===== src/rtl/julia_pkg.sv =====
// Shared constants, button FSM encoding and the Q4.12 wrap-step helper
// for the Julia parameter controller.
package julia_pkg;

    localparam int Q_W = 16;

    typedef enum logic [1:0] {
        ST_IDLE = 2'd0,
        ST_PEND = 2'd1,
        ST_HOLD = 2'd2
    } btn_st_t;

    localparam logic signed [Q_W-1:0] C_STEP_DEF  = 16'sd64;
    localparam logic signed [Q_W-1:0] C_MIN_DEF   = -16'sd8192;
    localparam logic signed [Q_W-1:0] C_MAX_DEF   = 16'sd8191;
    localparam logic signed [Q_W-1:0] C_RE_DEF    = -16'sd3277;
    localparam logic signed [Q_W-1:0] C_IM_DEF    = 16'sd2785;
    localparam logic [3:0]            ZOOM_MAX_DEF = 4'd7;

    // Sum is formed one bit wider so overflow past C_MAX is seen before truncation.
    function automatic logic signed [Q_W-1:0] c_next(
        input logic signed [Q_W-1:0] cur,
        input logic signed [Q_W-1:0] step,
        input logic signed [Q_W-1:0] cmin,
        input logic signed [Q_W-1:0] cmax
    );
        logic signed [Q_W:0] sum;
        sum = $signed({cur[Q_W-1], cur}) + $signed({step[Q_W-1], step});
        if (sum > $signed({cmax[Q_W-1], cmax})) begin
            return cmin;
        end
        return sum[Q_W-1:0];
    endfunction

endpackage


===== src/rtl/btn_debounce.sv =====
// One raw button: 2-FF synchronizer, then a level is accepted only after
// DEBOUNCE_CYCLES consecutive samples that differ from the current level.
module btn_debounce #(
    parameter int DEBOUNCE_CYCLES = 742500
) (
    input  logic i_clk,
    input  logic i_rst,
    input  logic i_btn,
    output logic o_level
);
    localparam int CW = $clog2(DEBOUNCE_CYCLES + 1);
    localparam logic [CW-1:0] CNT_LAST = CW'(DEBOUNCE_CYCLES - 1);

    logic [1:0]    r_sync;
    logic [CW-1:0] r_cnt;
    logic          r_level;

    always_ff @(posedge i_clk or posedge i_rst) begin
        if (i_rst) begin
            r_sync  <= '0;
            r_cnt   <= '0;
            r_level <= 1'b0;
        end else begin
            r_sync <= {r_sync[0], i_btn};
            if (r_sync[1] == r_level) begin
                r_cnt <= '0;
            end else if (r_cnt == CNT_LAST) begin
                r_level <= r_sync[1];
                r_cnt   <= '0;
            end else begin
                r_cnt <= r_cnt + 1'b1;
            end
        end
    end

    assign o_level = r_level;

endmodule


===== src/rtl/julia_param_ctrl.sv =====
// Button-driven Julia constant / zoom stepping, applied on v_sync rising edges.
// Define JULIA_AUTO_ANIM_EN to animate c_im after 64 idle frames.
module julia_param_ctrl
    import julia_pkg::*;
#(
    parameter int                     DEBOUNCE_CYCLES = 742500,
    parameter int                     REPEAT_FRAMES   = 8,
    parameter logic signed [Q_W-1:0]  C_STEP          = C_STEP_DEF,
    parameter logic signed [Q_W-1:0]  C_MIN           = C_MIN_DEF,
    parameter logic signed [Q_W-1:0]  C_MAX           = C_MAX_DEF,
    parameter logic signed [Q_W-1:0]  C_RE_INIT       = C_RE_DEF,
    parameter logic signed [Q_W-1:0]  C_IM_INIT       = C_IM_DEF,
    parameter logic [3:0]             ZOOM_MAX        = ZOOM_MAX_DEF
) (
    input  logic          i_pix_clk,
    input  logic          i_rst,
    input  logic          i_v_sync,
    input  logic [2:0]    i_btn,
    output logic [15:0]   o_c_re,
    output logic [15:0]   o_c_im,
    output logic [3:0]    o_zoom,
    output logic          o_update
);
    localparam int RW = $clog2(REPEAT_FRAMES + 1);
    localparam logic [RW-1:0] REP_LAST = RW'(REPEAT_FRAMES - 1);

    logic [2:0]      w_deb;
    logic [2:0]      w_pend;
    logic            r_vs_prev;
    logic            w_frame;
    logic            w_upd;
    logic            w_step_im;
    btn_st_t         r_st [3];
    btn_st_t         w_st_nxt [3];
    logic [RW-1:0]   r_rep [3];
    logic [RW-1:0]   w_rep_nxt [3];
    logic [Q_W-1:0]  r_c_re;
    logic [Q_W-1:0]  r_c_im;
    logic [3:0]      r_zoom;
    logic            r_upd;

    for (genvar g = 0; g < 3; g++) begin : g_btn
        btn_debounce #(
            .DEBOUNCE_CYCLES(DEBOUNCE_CYCLES)
        ) u_deb (
            .i_clk  (i_pix_clk),
            .i_rst  (i_rst),
            .i_btn  (i_btn[g]),
            .o_level(w_deb[g])
        );
    end

    assign w_frame = i_v_sync & ~r_vs_prev;

    always_comb begin
        for (int i = 0; i < 3; i++) begin
            w_st_nxt[i]  = r_st[i];
            w_rep_nxt[i] = r_rep[i];
            w_pend[i]    = (r_st[i] == ST_PEND);
            unique case (r_st[i])
                ST_IDLE: begin
                    if (w_deb[i]) w_st_nxt[i] = ST_PEND;
                end
                // A released button in PEND still gets its step.
                ST_PEND: begin
                    if (w_frame) begin
                        w_st_nxt[i]  = w_deb[i] ? ST_HOLD : ST_IDLE;
                        w_rep_nxt[i] = '0;
                    end
                end
                ST_HOLD: begin
                    if (!w_deb[i]) begin
                        w_st_nxt[i]  = ST_IDLE;
                        w_rep_nxt[i] = '0;
                    end else if (w_frame) begin
                        if ((r_rep[i] + 1'b1) >= REP_LAST) begin
                            w_st_nxt[i]  = ST_PEND;
                            w_rep_nxt[i] = '0;
                        end else begin
                            w_rep_nxt[i] = r_rep[i] + 1'b1;
                        end
                    end
                end
                default: w_st_nxt[i] = ST_IDLE;
            endcase
        end
    end

`ifdef JULIA_AUTO_ANIM_EN
    logic [6:0] r_idle;
    logic       w_anim;

    assign w_anim    = w_frame & (r_idle == 7'd64) & ~(|w_deb);
    assign w_step_im = w_pend[1] | w_anim;
    assign w_upd     = w_frame & ((|w_pend) | w_anim);

    always_ff @(posedge i_pix_clk or posedge i_rst) begin
        if (i_rst) begin
            r_idle <= '0;
        end else if (|w_deb) begin
            r_idle <= '0;
        end else if (w_frame && r_idle != 7'd64) begin
            r_idle <= r_idle + 1'b1;
        end
    end
`else
    assign w_step_im = w_pend[1];
    assign w_upd     = w_frame & (|w_pend);
`endif

    always_ff @(posedge i_pix_clk or posedge i_rst) begin
        if (i_rst) begin
            r_vs_prev <= 1'b0;
            r_c_re    <= C_RE_INIT;
            r_c_im    <= C_IM_INIT;
            r_zoom    <= '0;
            r_upd     <= 1'b0;
            for (int i = 0; i < 3; i++) begin
                r_st[i]  <= ST_IDLE;
                r_rep[i] <= '0;
            end
        end else begin
            r_vs_prev <= i_v_sync;
            r_upd     <= w_upd;
            for (int i = 0; i < 3; i++) begin
                r_st[i]  <= w_st_nxt[i];
                r_rep[i] <= w_rep_nxt[i];
            end
            if (w_upd) begin
                if (w_pend[0]) r_c_re <= c_next(r_c_re, C_STEP, C_MIN, C_MAX);
                if (w_step_im) r_c_im <= c_next(r_c_im, C_STEP, C_MIN, C_MAX);
                if (w_pend[2]) r_zoom <= (r_zoom == ZOOM_MAX) ? 4'd0 : r_zoom + 4'd1;
            end
        end
    end

    assign o_c_re   = r_c_re;
    assign o_c_im   = r_c_im;
    assign o_zoom   = r_zoom;
    assign o_update = r_upd;

endmodule


===== config.mk =====
export PLATFORM = sky130hd
export DESIGN_NAME = julia_param_ctrl
export DESIGN_NICKNAME = d
export VERILOG_FILES = /design/src/rtl/julia_pkg.sv /design/src/rtl/btn_debounce.sv /design/src/rtl/julia_param_ctrl.sv
export SDC_FILE = /design/constraint.sdc
export NUM_CORES = 1
export LEC_CHECK = 0
export CAP_MARGIN = 20
export CORE_MARGIN = 2
export CORE_UTILIZATION = 30
export CTS_BUF_LIST = sky130_fd_sc_hd__clkbuf_4 sky130_fd_sc_hd__clkbuf_8
export DETAILED_ROUTE_END_ITERATION = 10
export GPL_TIMING_DRIVEN = 0
export PLACE_DENSITY = 0.42
export SLEW_MARGIN = 30
export SYNTH_ARGS = -nofsm -noshare
export SYNTH_HDL_FRONTEND = slang
export SYNTH_SLANG_ARGS = --single-unit

===== constraint.sdc =====
create_clock -name i_pix_clk -period 6.5 [get_ports i_pix_clk]
set_input_delay 0.975 -clock i_pix_clk [delete_from_list [all_inputs] [get_ports i_pix_clk]]
set_output_delay 0.975 -clock i_pix_clk [all_outputs]
set_load 0.01 [all_outputs]

After elaboration in Yosys (flattened, before gate mapping)
Cells that the tools add are included.
W data, S select, Z words.
{ "totals": {"reg_bits": 125, "out_inout_bits": 37} }
{ "classes": {"n_bitwise": 6, "addsub": 9, "eq_ne": 25, "magnitude_cmp": 5, "reduce_logical": 19, "n_mux": 51} }
{ "ops": {"columns": ["cell", "n"], "rows": [
  ["$mux W20", 6],
  ["$mux W16", 4],
  ["$add A20 B1 Y20 const B", 3],
  ["$eq A20 B20 Y1 const B", 3],
  ["$mux W4", 11],
  ["$mux W2", 18],
  ["$add A16 B8 Y17 const B", 2],
  ["$gt A17 B14 Y1 const B", 2],
  ["$pmux W4 S2", 3],
  ["$ne A3 B3 Y1 const B", 6],
  ["$pmux W2 S3", 3],
  ["$add A4 B1 Y4 const B", 4],
  ["$ge A4 B3 Y1 const B", 3],
  ["$reduce_and A2 Y1", 6],
  ["$reduce_and A4 Y1", 3],
  ["$ne A2 B1 Y1 const B", 5],
  ["$reduce_and A3 Y1", 3],
  ["$eq A2 B1 Y1 const B", 3],
  ["$eq A2 B2 Y1 const B", 3],
  ["$logic_not A2 Y1", 3],
  ["$mux W1", 6],
  ["$reduce_bool A2 Y1", 3],
  ["$eq A4 B3 Y1 const B", 1],
  ["$not A1 Y1", 4],
  ["4 further kinds", 7]
]} }

Logic depth before layout (Yosys ltp)
Gate-level depths: netlist (run 1).
{ "depth": {"word_depth": 6, "mapped_depth": 7, "depth_no_buf": 7} }

By module
From an unflattened synthesis (run 1), not the netlist that was laid out.
{ "hier_totals": {"cells_unflattened": 660, "hier_area_um2": 6593.8} }
{ "modules_own_cells": {"columns": ["module", "area_per_inst_um2", "seq_area_each_um2", "instances", "cells_each"], "rows": [
  ["btn_debounce", 1246.2, 575.6, 3, 120],
  ["julia_param_ctrl", 2855.2, 1166.1, 1, 300]
]} }

Worst setup path after synthesis (run 1)
OpenSTA, ideal clock, no wires.
{ "synth_path": {"path_type": "input port to flip-flop", "startpoint": "in i_v_sync", "endpoint": "reg r_rep[2] (netlist bit)", "setup_slack_ns": 4.375, "arrival_time_ns": 2.060, "cell_stages": 6, "setup_time_ns": 0.064, "required_time_ns": 6.436, "n_path_buf": 1, "path_cell_list": "nor2b_1 buf_2 o21ai_1 or3b_2 a21oi_1 a21o_1"} }
{ "synth_between": {"elab_chain_cells": 3} }
{ "synth_rtl": {"columns": ["element", "line", "text"], "rows": [
  ["from (decl)", "julia_param_ctrl.sv:17", "input logic i_v_sync,"],
  ["$and A1 B1 Y1 *", "julia_param_ctrl.sv:53", "assign w_frame = i_v_sync & ~r_vs_prev;"],
  ["$ne A3 B3 Y1 (no source line) / $ne A2 B1 Y1 (equally long branches)", null, null],
  ["$reduce_and A3 Y1 (no source line) *", null, null],
  ["to (signal, indexed assignment)", "julia_param_ctrl.sv:127", "r_rep[i] <= w_rep_nxt[i];"],
  ["to (decl)", "julia_param_ctrl.sv:35", "logic [RW-1:0] r_rep [3];"]
]} }
Every way passes the cells marked *; elsewhere a longest branch is shown, timed or not.
A chain may end at the register's enable or synchronous reset.

==> results.md, run 1 <==
- Post-Syn Instances: 624
- Die height: 147 um
- Setup_tns: 0 ps
- Distinct cell type count of the synthesized netlist: 69
- Flops & latches, synth: 115
- First-pass GRT wire length: 22500 um
- CTS max path bufs: 2
- DR vias: 4582
- Initial antenna violation count: 0
- GPL Wtd Cong: 0.752
- Syn Area/Cell: 9.83 um2
- P&R area growth vs syn: 18.9%
- Post-synth top area share: 42.0%
- Worst Setup Slack, final: 3910 ps
- Drt pass-1 iters: 4
- Clk_skew: 10.8 ps
- Number of antenna diodes: 0
- Max Fclk: 386 MHz
- Asr flop ratio synth: 100%
- CP Max Fanout: 5
- Max-cap violations: 0
- Most frequent cells in the layout: 103 x dfrtp_1, 87 x nor2_1, 53 x nand2_1
- CTS resizes: 0
- Slew HR: 39.7%
- Clock-pin slew on the worst setup and hold paths: 70 ps
- CTS sink count: 115
- Final slew viol count: 0
- Min cycle time layout: 2590 ps
- Clock latency at the later pin of the worst-skew pair: 430 ps
- Post-Place Worst Slack: 3500 ps
- Placed Cells: 936
- Mapped Area: 6130 um2
- # rows: 52
- CTS Hold Bufs: 0
- Static Leak: 3.08 nW
- Setup violations, final: 0
- CTS tree: yes
- Full die area: 21600 um2
- Postcts setup bufs: 0
- Die Width: 147 um
- Via-to-Cell Ratio: 4.74
- Ys Warns: 0
- Crit path DAT: 1620 ps
- Register area share after synthesis: 47.2%
- Layout cells sized above 1: 11.6%
- Status: complete, no violations
- Placed Area: 6880 um2
- # H-tree levels: 4
- Cts bufs inserted: 17
- Final Net Count: 717
- Crit path kind: flop to output port
- WP data required: 5520 ps
- Total gr overflow: 0
- Clock root cell: clkbuf_8
- I/O Buffers: 36
- RSZ-0062 raised after global routing: no
- Worst Hold Class: flop to flop
- Worst setup EP type: output port
- EDFF count, synth: 0
- Hold Vio Cnt, Final: 0
- Antenna-violating nets left: 0
- Core area: 20200 um2
- Most common cell after layout, fill and taps aside: dfrtp_1
- Most common flop cell mapped by yosys: dfrtp_1
- Yosys top cell by area: dfrtp_1
- Largest net degree at the start of global routing: 87
- Residual DRC count: 0
- Initial drt markers: 183
- Fin crit share: 39.9%
- CP startpoint kind: flop
- IO Pins: 43
- Post-route insts no fill: 966
- Synth area leaders: dfrtp_1 42%, xor2_1 6.1%, nor2_1 5.3%
- Initial Util: 30.4%
- GRT Total Usage: 12.7%
- Max VDD drop: 114 uV
- Finished Cell Area: 7290 um2
- DP Wirelength: 8740 um
- Cell area power density: 201 nW/um2
- Drt wl/cell: 13.2 um
- Slew @ Worst Pin: 897 ps
- Final WL: 12800 um
- Vias in the first global route: 4628
flip-flops by register name, summed over array words and instances, names as in the netlist:
register and count:
g_btn.u_deb.o_level 3, o_zoom 4, o_update 1, g_btn.u_deb.r_cnt 60, r_rep 12, o_c_re 11, r_vs_prev 1, g_btn.u_deb.r_sync 6
r_st 6, o_c_im 11
synthesized netlist by cell type, drive strengths merged (13+ instances only):
| library cell | instances |
|---|---|
| dfrtp | 103 |
| nand4 | 20 |
| nor2 | 87 |
| and3 | 13 |
| xor2 | 43 |
| o21ai | 19 |
| nand2 | 53 |
| xnor2 | 23 |
| inv | 23 |
| ha | 26 |
| buf | 17 |
| nand3 | 38 |
layer usage:
| layer | global-route usage (%) | vias to the layer above | part of all wire [%] |
|---|---|---|---|
| met5 | 0 | - | 0 |
| met4 | 4.09 | 0 | 1.0 |
| met3 | 3.76 | 9 | 3.0 |
| met2 | 20.4 | 48 | 47 |
| met1 | 16.6 | 2243 | 49 |
| li1 | - | 2282 | - |
per-stage QoR:
step / utilization, % / hold WS (ps) / total power [mW]
floorplan: - / 331 / 0.773
CTS: 36.2 / 341 / 1.50
global route: 36.2 / 342 / 1.54
finish: 36.2 / 339 / 1.47
detailed placement: 34.1 / 335 / 0.792
global placement: 34.0 / 333 / 0.789
critical path, stage by stage, from the launching register on:
cell and delay (ps):
dfstp_2 560, buf_4 110, clkdlybuf4s50_1 520
kinds of logic (layout without fill, tap and decap cells):
family,after synthesis,in the layout,synth area share [%]
mux,9,9,1.57
xor+xnor,66,66,9.43
fa+ha+maj,26,26,5.31
simple gates,278,278,23.2
flops,115,115,47.2
compound gates,82,82,9.57
buf+inv,47,114,3.71
other cells,1,6,0.0612
cell type report:
cell class,count,area (um2)
multi-input combinational,467,3030
inverter,23,93.8
buffer,24,141
clock inverter,4,70.1
sequential,115,2890
fill,2079,12900
clock buffer,26,339
tap,270,338
timing repair buffer,37,388
worst paths after layout:
path | start | end | slack (ps) | depth (start not counted)
min in group asynchronous | i_rst | g_btn[2].u_deb.r_cnt[8]$_DFF_PP0_ | 900 | 2
worst min register to register | g_btn[1].u_deb.r_sync[0]$_DFF_PP0_ | g_btn[1].u_deb.r_sync[1]$_DFF_PP0_ | 340 | 0
max in group asynchronous | i_rst | o_c_im[9]$_DFFE_PP1P_ | 4870 | 3
worst min-delay path | g_btn[1].u_deb.r_sync[0]$_DFF_PP0_ | g_btn[1].u_deb.r_sync[1]$_DFF_PP0_ | 340 | 0
worst max register to register | o_c_im[6]$_DFFE_PP1P_ | o_c_im[12]$_DFFE_PP0P_ | 4170 | 6
worst max-delay path | o_c_re[4]$_DFFE_PP1P_ | o_c_re[1] | 3910 | 2
where the power goes:
| part | switching [mW] | leakage (nW) | internal [mW] |
|---|---|---|---|
| logic | 0.0320 | 1.34 | 0.0157 |
| clock network | 0.279 | 0.215 | 0.410 |
| registers | 0.00577 | 1.52 | 0.723 |
| total | 0.317 | 3.08 | 1.15 |
Note: power is estimated with default switching activity, not from simulation.
==> run 2, diff against run 1 <==
Clock period 6.5 ns to 2.69 ns, I/O delays scaled along.
==> run 2 against run 1 <==
Compared with the run above:
- die area is the same
- critical path depth increased by 4
- non-clock buffer count up 4
- utilization rose by 0.42 points
- clock-buffer cell count grew 2
- final area grew 1.2%
- worst hold slack better by 2.8 ps
- clock skew fell by 0.64 ps
==> results.md, run 2 (synthesized netlist as in run 1, its figures left out) <==
- WP data required: 3010 ps (was 5520 ps)
- Slew HR: 44.7% (was 39.7%)
- Max-cap violations: 0 (unchanged)
- Drt pass-1 iters: 4 (unchanged)
- IO Pins: 43 (unchanged)
- Final slew viol count: 0 (unchanged)
- Initial drt markers: 156 (was 183)
- RSZ-0062 raised after global routing: no (unchanged)
- R2R depth: 6 (unchanged)
- Min cycle time layout: 2310 ps
- Fin crit share: 85.8%
- Most frequent cells in the layout: 103 x dfrtp_1, 87 x nor2_1, 53 x nand2_1 (unchanged)
- Crit path kind: flop to flop (was flop to output port)
- CTS resizes: 0 (unchanged)
- Cell area power density: 471 nW/um2 (was 201 nW/um2)
- GRT Total Usage: 12.5% (was 12.7%)
- Comb pwr share: 3.8% (was 3.3%)
- WHS Endpoint: g_btn[2].u_deb.r_sync[1]$_DFF_PP0_ (was g_btn[1].u_deb.r_sync[1]$_DFF_PP0_)
- GPL Wtd Cong: 0.768 (was 0.752)
- Global route hottest layer: met2 (unchanged)
- Clock-pin slew on the worst setup and hold paths: 70 ps (about the same)
- Fill count: 2081 (was 2079)
- Sequential cell area: 2890 um2 (unchanged)
- Worst setup EP type: flop (was output port)
- DR vias: 4558 (was 4582)
- CP startpoint kind: flop (unchanged)
- Total gr overflow: 0 (unchanged)
- Worst Hold Class: flop to flop (unchanged)
- Finished Cell Area: 7380 um2 (was 7290 um2)
- # H-tree levels: 4 (unchanged)
- Vias in the first global route: 4523 (was 4628)
- Max Fclk: 433 MHz
- Hold Vio Cnt, Final: 0 (unchanged)
- Area of the multi-input gates: 3030 um2 (unchanged)
- P&R area growth vs syn: 20.3% (was 18.9%)
- I/O Buffers: 36 (unchanged)
- Antenna-violating nets left: 0 (unchanged)
- Full die area: 21600 um2 (unchanged)
- Top flop regs: g_btn.u_deb.r_cnt: 60 flops, r_rep: 12 flops (unchanged)
- Clock Power Share: 45.6% (was 47.0%)
- # rows: 52 (unchanged)
- Worst Hold Depth: 0 (unchanged)
- Number of antenna diodes: 0 (unchanged)
- CTS sink count: 115 (unchanged)
- Reg-to-reg endpoint: o_c_im[8]$_DFFE_PP0P_ (was o_c_im[12]$_DFFE_PP0P_)
- Hold path start: g_btn[2].u_deb.r_sync[0]$_DFF_PP0_ (was g_btn[1].u_deb.r_sync[0]$_DFF_PP0_)
- Met3 Usage GRT: 3.35% (was 3.76%)
- Postcts setup bufs: 0 (unchanged)
- Switching Share: 22.0% (was 21.6%)
- Met1 usage: 16.9% (was 16.6%)
- Internal: 2.71 mW (was 1.15 mW)
- Psw: 0.764 mW (was 0.317 mW)
- Setup violations, final: 0 (unchanged)
- Most common cell after layout, fill and taps aside: dfrtp_1 (unchanged)
- Clk_skew: 10.1 ps (was 10.8 ps)
- Reg-to-Reg Start: o_c_im[6]$_DFFE_PP1P_ (unchanged)
- Clock root cell: clkbuf_8 (unchanged)
- Initial Util: 30.4% (unchanged)
- Largest net degree at the start of global routing: 24 (was 87)
- Core area: 20200 um2 (unchanged)
- Initial antenna violation count: 0 (unchanged)
- Slew @ Worst Pin: 822 ps (was 897 ps)
- Register-to-register setup slack: 380 ps (was 4170 ps)
- Residual DRC count: 0 (unchanged)
- Overall power: 3.48 mW (was 1.47 mW)
- Clock latency at the later pin of the worst-skew pair: 430 ps (about the same)
- Placed Area: 6980 um2 (was 6880 um2)
- Max VDD drop: 266 uV (was 114 uV)
- Largest register FFs: 60 (unchanged)
- Status: complete, no violations (unchanged)
- Die Width: 147 um (unchanged)
- Grt met2 use: 19.5% (was 20.4%)
- Die height: 147 um (unchanged)
- First-pass GRT wire length: 22200 um (was 22500 um)
- Layout cells sized above 1: 12.4% (was 11.6%)
- Final Net Count: 721 (was 717)
- Drt wl/cell: 13.0 um (was 13.2 um)
- Via-to-Cell Ratio: 4.69 (was 4.74)
- Static Leak: 3.11 nW (was 3.08 nW)
- Cts bufs inserted: 17 (unchanged)
- CP Max Fanout: 8 (was 5)
- CTS max path bufs: 2 (unchanged)
- Sequential power share: 50.7% (was 49.7%)
- CTS Hold Bufs: 0 (unchanged)
- CTS tree: yes (unchanged)
- Most flops, register: g_btn.u_deb.r_cnt (unchanged)
- Final WL: 12600 um (was 12800 um)
- Crit path DAT: 2630 ps (was 1620 ps)
- DP Wirelength: 9000 um (was 8740 um)
run 2: cell count changes in the layout (fill, tap and decap cells not counted):
cell,before,now
clkinvlp_4,0,2
clkbuf_4,3,6
clkbuf_8,23,22
buf_12,0,1
inv_8,1,0
buf_16,1,4
bufinv_16,2,1
run 2: per-stage QoR:
step	std cells	hold WS (ps)	setup TNS [ps]	worst slack (ps)	utilization (%)
after CTS	972	316	0	369	36.6
after floorplan	629	331	0	672	-
after global placement	935	333	-35520	-354	34.0
after global routing	972	341	0	166	36.6
final	972	341	0	382	36.6
after detailed placement	940	337	0	290	34.6
run 2: worst max path at each step:
stage	from	end	slack, ps	depth (start not counted)
2_1_floorplan	o_c_im[6]$_DFFE_PP1P_	o_c_im[8]$_DFFE_PP0P_	670	6
3_5_place_dp	i_v_sync	o_c_im[8]$_DFFE_PP0P_	290	7
6_report	o_c_im[6]$_DFFE_PP1P_	o_c_im[8]$_DFFE_PP0P_	380	6
5_1_grt	o_c_im[6]$_DFFE_PP1P_	o_c_im[8]$_DFFE_PP0P_	170	6
3_3_place_gp	i_rst	o_zoom[2]$_DFFE_PP0P_	-350	2
4_1_cts	o_c_im[6]$_DFFE_PP1P_	o_c_im[8]$_DFFE_PP0P_	370	6
run 2: layer usage:
layer  share of wire, %  up-vias
met4                1.1        0
met3                3.5       11
met2                 46       63
met5                  0        -
met1                 50     2196
li1                   -     2288
run 2: power by group through the flow:
stage	combinational [mW]	sequential [mW]	clock [mW]
final	0.131	1.76	1.58
after global routing	0.151	1.76	1.74
after global placement	0.112	1.79	0
after detailed placement	0.136	1.79	0
after CTS	0.137	1.76	1.65
after floorplan	0.0777	1.79	0
run 2: cell type report:
type | instances | area share (%)
Clock inverter | 4 | 0.644
Clock buffer | 28 | 4.71
Timing Repair Buffer | 41 | 6.65
Multi-Input combinational cell | 467 | 41.1
Sequential cell | 115 | 39.2
Inverter | 23 | 1.22
Tap cell | 270 | 4.58
Buffer | 24 | 1.92
run 2: worst max-delay path: stages, from the launching register on:
cell,delay [ps]
dfstp_2,590
ha_1,260
nand3_2,150
o31a_1,330
a211oi_2,520
o21ai_0,150
a22o_1,200
